**config.mk**
```make
export PLATFORM = sky130hd
export DESIGN_NAME = rr_lock_arbiter
export DESIGN_NICKNAME = d
export VERILOG_FILES = /design/src/rtl/rr_lock_arbiter.sv
export SDC_FILE = /design/constraint.sdc
export NUM_CORES = 1
export LEC_CHECK = 0
export CORE_MARGIN = 1
export CORE_UTILIZATION = 39
export DETAILED_ROUTE_END_ITERATION = 8
export PLACE_DENSITY = 0.7
export SYNTH_ARGS = -nofsm -noshare
export SYNTH_HDL_FRONTEND = slang
export SYNTH_SLANG_ARGS = --single-unit
```
**constraint.sdc**
```tcl
create_clock -name clk -period 1.9 [get_ports clk]
set_input_delay 0.38 -clock clk [delete_from_list [all_inputs] [get_ports clk]]
set_output_delay 0.38 -clock clk [all_outputs]
set_load 0.02 [all_outputs]
```
**src/rtl/rr_lock_arbiter.sv**
```systemverilog
// rr_lock_arbiter: round-robin arbiter with locked ownership and an optional
// hold limit. Outputs are all registered; there is no input-to-output
// combinational path.
//
// Handshake: a requester raises req[i] and keeps it high. It owns the
// resource for every cycle that gnt[i] is high. Ownership ends when the
// owner pulses done, drops req[i], or the hold limit expires. The hold-limit
// case is flagged by preempt in the same cycle that gnt falls. After each
// ownership gnt stays low for at least one cycle before the next grant.
module rr_lock_arbiter #(
  parameter int WIDTH      = 4,
  parameter int HOLD_LIMIT = 0,
  parameter int IDW        = (WIDTH > 1) ? $clog2(WIDTH) : 1
) (
  input  logic             clk,
  input  logic             rst,
  input  logic [WIDTH-1:0] req,
  input  logic             done,
  output logic [WIDTH-1:0] gnt,
  output logic             gnt_valid,
  output logic [IDW-1:0]   gnt_id,
  output logic             preempt,
  output logic             dbg_busy,
  output logic [IDW-1:0]   dbg_ptr
);

  localparam int CW = (HOLD_LIMIT > 0) ? $clog2(HOLD_LIMIT + 1) : 1;
  localparam logic [CW-1:0] CNT_LAST = (HOLD_LIMIT > 0) ? CW'(HOLD_LIMIT - 1) : '0;
  localparam logic [IDW-1:0] ID_TOP = IDW'(WIDTH - 1);

  typedef enum logic {IDLE = 1'b0, BUSY = 1'b1} state_t;

  state_t           state_q, state_d;
  logic [WIDTH-1:0] gnt_q, gnt_d;
  logic             valid_q, valid_d;
  logic [IDW-1:0]   id_q, id_d;
  logic [IDW-1:0]   ptr_q, ptr_d;
  logic [CW-1:0]    cnt_q, cnt_d;
  logic             pre_q, pre_d;

  logic [IDW-1:0]   win_m, win_a, winner;
  logic             hit_m;
  logic             natural_rel, limit_rel;

  // Rotating-priority pick: lowest request at or above ptr, else lowest overall.
  always_comb begin
    win_m = '0;
    win_a = '0;
    hit_m = 1'b0;
    for (int i = WIDTH - 1; i >= 0; i--) begin
      if (req[i] && (i >= int'(ptr_q))) begin
        win_m = IDW'(i);
        hit_m = 1'b1;
      end
      if (req[i]) begin
        win_a = IDW'(i);
      end
    end
    winner = hit_m ? win_m : win_a;
  end

  // Next-state and next-output logic for the IDLE/BUSY ownership machine.
  always_comb begin
    state_d     = state_q;
    gnt_d       = gnt_q;
    id_d        = id_q;
    ptr_d       = ptr_q;
    cnt_d       = cnt_q;
    pre_d       = 1'b0;
    natural_rel = done || ((req & gnt_q) == '0);
    limit_rel   = (HOLD_LIMIT != 0) && (cnt_q == CNT_LAST);
    case (state_q)
      IDLE: begin
        if (req != '0) begin
          state_d = BUSY;
          gnt_d   = WIDTH'(1) << winner;
          id_d    = winner;
          ptr_d   = (winner == ID_TOP) ? '0 : winner + IDW'(1);
          cnt_d   = '0;
        end
      end
      BUSY: begin
        if (natural_rel || limit_rel) begin
          state_d = IDLE;
          gnt_d   = '0;
          cnt_d   = '0;
          // A natural release in the same cycle takes precedence over the limit.
          pre_d   = limit_rel && !natural_rel;
        end else if (HOLD_LIMIT != 0) begin
          // cnt stops at CNT_LAST, where the limit release fires, so it never wraps.
          cnt_d = cnt_q + CW'(1);
        end
      end
      default: state_d = IDLE;
    endcase
    valid_d = (gnt_d != '0);
  end

  // State and registered outputs; synchronous reset wins over everything.
  always_ff @(posedge clk) begin
    if (rst) begin
      state_q <= IDLE;
      gnt_q   <= '0;
      valid_q <= 1'b0;
      id_q    <= '0;
      ptr_q   <= '0;
      cnt_q   <= '0;
      pre_q   <= 1'b0;
    end else begin
      state_q <= state_d;
      gnt_q   <= gnt_d;
      valid_q <= valid_d;
      id_q    <= id_d;
      ptr_q   <= ptr_d;
      cnt_q   <= cnt_d;
      pre_q   <= pre_d;
    end
  end

  assign gnt       = gnt_q;
  assign gnt_valid = valid_q;
  assign gnt_id    = id_q;
  assign preempt   = pre_q;
  assign dbg_busy  = (state_q == BUSY);
  assign dbg_ptr   = ptr_q;

endmodule

```
==> out/qor.yml, run 1 <==
synth:
  synth_commonest_cells: "nor2_1, dfxtp_1, mux2i_1"
  ys_seq_elements: 10
  synth_fp_nets: 74
  ys_seq_area_frac: 0.347
  syn-cell-area_um2: 577
  ys_warn_count: 0
  avgSynthCellArea_um2: 9.16
  synth_top_cell_by_area: "dfxtp_1"
  syn_inst: 63
  synthMostInstantiatedCell: "nor2_1"
  synth_ff_type: "dfxtp_1"
  synthTopCellsByArea: "dfxtp_1, ha_1, mux2i_1"
  synth_edf_count: 0
  synth_top_area_frac: 0.347
  ys_types: 25
  async_flop_share: 0
power:
  internal-power_uw: 491
  p_switching_uw: 223
  vdd_drop_max_uv: 769
  p_leak_nw: 0.407
  pwr-share-clk: 0.267
  seqPwrFrac: 0.364
  p_comb_frac: 0.369
  p_total_uw: 714
  swShare: 0.312
  powerDensity_nw_per_um2: 759
sta:
  final.setup_skew_ns: 0.0108
  hold_viol_final: 0
  fin_crit_ns: 1.76
  finalMaxSlewViolations: 0
  timing.final.crit_share: 0.926
  fmax_mhz: 568
  rsz0062_at_grt: "false"
  setup_viol: 0
finish:
  drive_gt1_frac: 0.323
  fillers: 109
  seqCellArea_um2: 201
  fin_nets: 108
  fin_area_um2: 940
  stdcell_count: 111
  n_antenna_cell: 0
  area_growth_pct: 62.9
  multi_input_area_um2: 393
drt:
  drt_iter0_drc: 18
  post_drt_wl_per_cell_um: 12.3
  via_count: 579
  drc: 0
  viasPerCell: 5.22
  ant_nets: 0
  first_pass_iters: 4
  wirelength_mm: 1.36
clock_tree:
  root_buffer: "clkbuf_4"
  clockBufferDepth: 2
  cts_buffers: 3
  clk_latency_ns: 0.26
  clk_pin_slew_ns: 0.07
  cts_sinks: 10
  cts.hold.buffers_added: 0
  cts_tree: "done"
  htreeDepth: 1
  cts_setup_buffers: 0
grt:
  antenna_found_initial: 0
  grt_util_all_layers: 0.195
  overflow: 0
  grt_first_pass_wirelength_mm: 2.08
  grt_max_degree: 12
  grt_pass1_vias: 500
setup_path:
  r2r_cells: 8
  endpoint_kind: "flop"
  reg2reg_from: "dbg_ptr[1]"
  worstPathRequired_ns: 2.04
  reg2reg_slack_ns: 0.14
  cp_max_fo: 6
  cp-start-kind: "flop"
  crit_type: "flop to flop"
  critical_path_arrival_ns: 1.90
  r2r_end: "gnt_valid"
hold_path:
  hp-start: "gnt_id[1]"
  hold_end: "gnt_id[1]"
  hold_class: "flop to flop"
  whs_path_depth: 2
floorplanning:
  rows: 13
  io_pins: 18
  die_height_um: 40.5
  start_util: 0.432
  die_area_um2: 1640
  die_x_um: 40.5
  coreArea_um2: 1330
run_status:
  status: "completed"
placement:
  dpl.hpwl_mm: 1.03
  gp_congestion: 0.787
  dp_cells: 107
  placed_cell_area_um2: 857
  portBuffers: 16
run:
  cap_viol_max_count: 0
==> metal layers <==
layer  GRT usage  share of wire
met5           0              0
met3      0.0333          0.043
met1       0.265           0.49
met2       0.313           0.46
met4      0.0500          0.010
==> worst max-delay path by stage <==
stage                     depth (start not counted)  slack [ns]  startpoint        end
after detailed placement                          9       -0.36      req[2]  gnt_valid
after global placement                            9       -0.34      req[2]  gnt_valid
after CTS                                         9      0.0003      req[2]  gnt_valid
after global routing                              8        0.01  dbg_ptr[1]  gnt_valid
final                                             8        0.14  dbg_ptr[1]  gnt_valid
after floorplan                                   8        0.03  dbg_ptr[1]  gnt_valid
==> worst max-delay path, cell delays in order, from the launching register on <==
cell	delay (ns)
dfxtp_1	0.42
mux2i_1	0.21
nor2_1	0.08
nor3_2	0.19
inv_1	0.09
ha_1	0.21
mux2i_1	0.16
a2bb2oi_2	0.17
a41oi_1	0.12
==> cells in the final DEF (no fill, tap or decap), types with 2 or more instances in the layout <==
cell	count
mux2i_1	5
a21oi_2	2
ha_1	4
clkbuf_4	3
nor2_1	11
buf_4	15
nand2b_1	2
dlymetal6s2s_1	3
a2bb2oi_2	4
clkdlybuf4s50_1	12
nand2_1	3
a22oi_1	2
inv_1	3
a21oi_1	2
dfxtp_1	9
==> layout make-up <==
type	instances	share of cell area
Inverter	3	0.0120
Tap cell	15	0.0200
Multi-Input combinational cell	48	0.418
Clock buffer	4	0.0386
Timing Repair Buffer	31	0.297
Sequential cell	10	0.214
==> power by group through the flow <==
stage	clock network (mW)	logic [mW]	registers, mW
6_report	0.190	0.263	0.260
3_5_place_dp	0	0.248	0.261
2_1_floorplan	0	0.101	0.287
5_1_grt	0.207	0.287	0.263
4_1_cts	0.194	0.260	0.259
3_3_place_gp	0	0.245	0.261
==> metrics by stage <==
| step | util | worst slack (ns) | hold WS, ns | TNS [ns] |
|---|---|---|---|---|
| floorplan | - | 0.0289 | 0.559 | 0 |
| CTS | 0.690 | 0.000321 | 0.497 | 0 |
| finish | 0.705 | 0.141 | 0.495 | 0 |
| global placement | 0.643 | -0.345 | 0.476 | -1.59 |
| global route | 0.705 | 0.0144 | 0.524 | 0 |
| detailed placement | 0.643 | -0.362 | 0.487 | -1.73 |
==> kinds of logic after synthesis <==
kind of cell | Yosys count | share of synthesized area
other | 1 | 0.00650
buffers and inverters | 5 | 0.0477
muxes | 5 | 0.0868
AOI/OAI and AO/OA | 18 | 0.243
DFF | 10 | 0.347
adders and majority gates | 4 | 0.0868
and+or+nand+nor | 20 | 0.182
==> timing repair <==
action                                  in CTS  in global routing
resized for setup                            6                  6
pin swaps                                    0                  1
endpoints found under the hold margin        0                  0
endpoints found under the setup margin       1                  4
==> sequential cells by signal, indices dropped and copies added, names as in the netlist <==
| signal | count |
|---|---|
| gnt_valid | 1 |
| dbg_busy | 1 |
| gnt_id | 2 |
| gnt | 4 |
| dbg_ptr | 2 |
(Power assumes the default switching activity.)
==> run 2: changes to the inputs <==
Settings changed: SLEW_MARGIN from default to 0.
==> results of run 2 <==
The final DEF is identical to that of run 1; final timing and power are the same.
==> run 3: changes to the inputs <==
Settings changed: ABC_CLOCK_PERIOD_IN_PS from default to 1900, SKIP_LAST_GASP from default to 1.
==> results of run 3 <==
The final DEF is identical to that of run 1; final timing and power are the same.
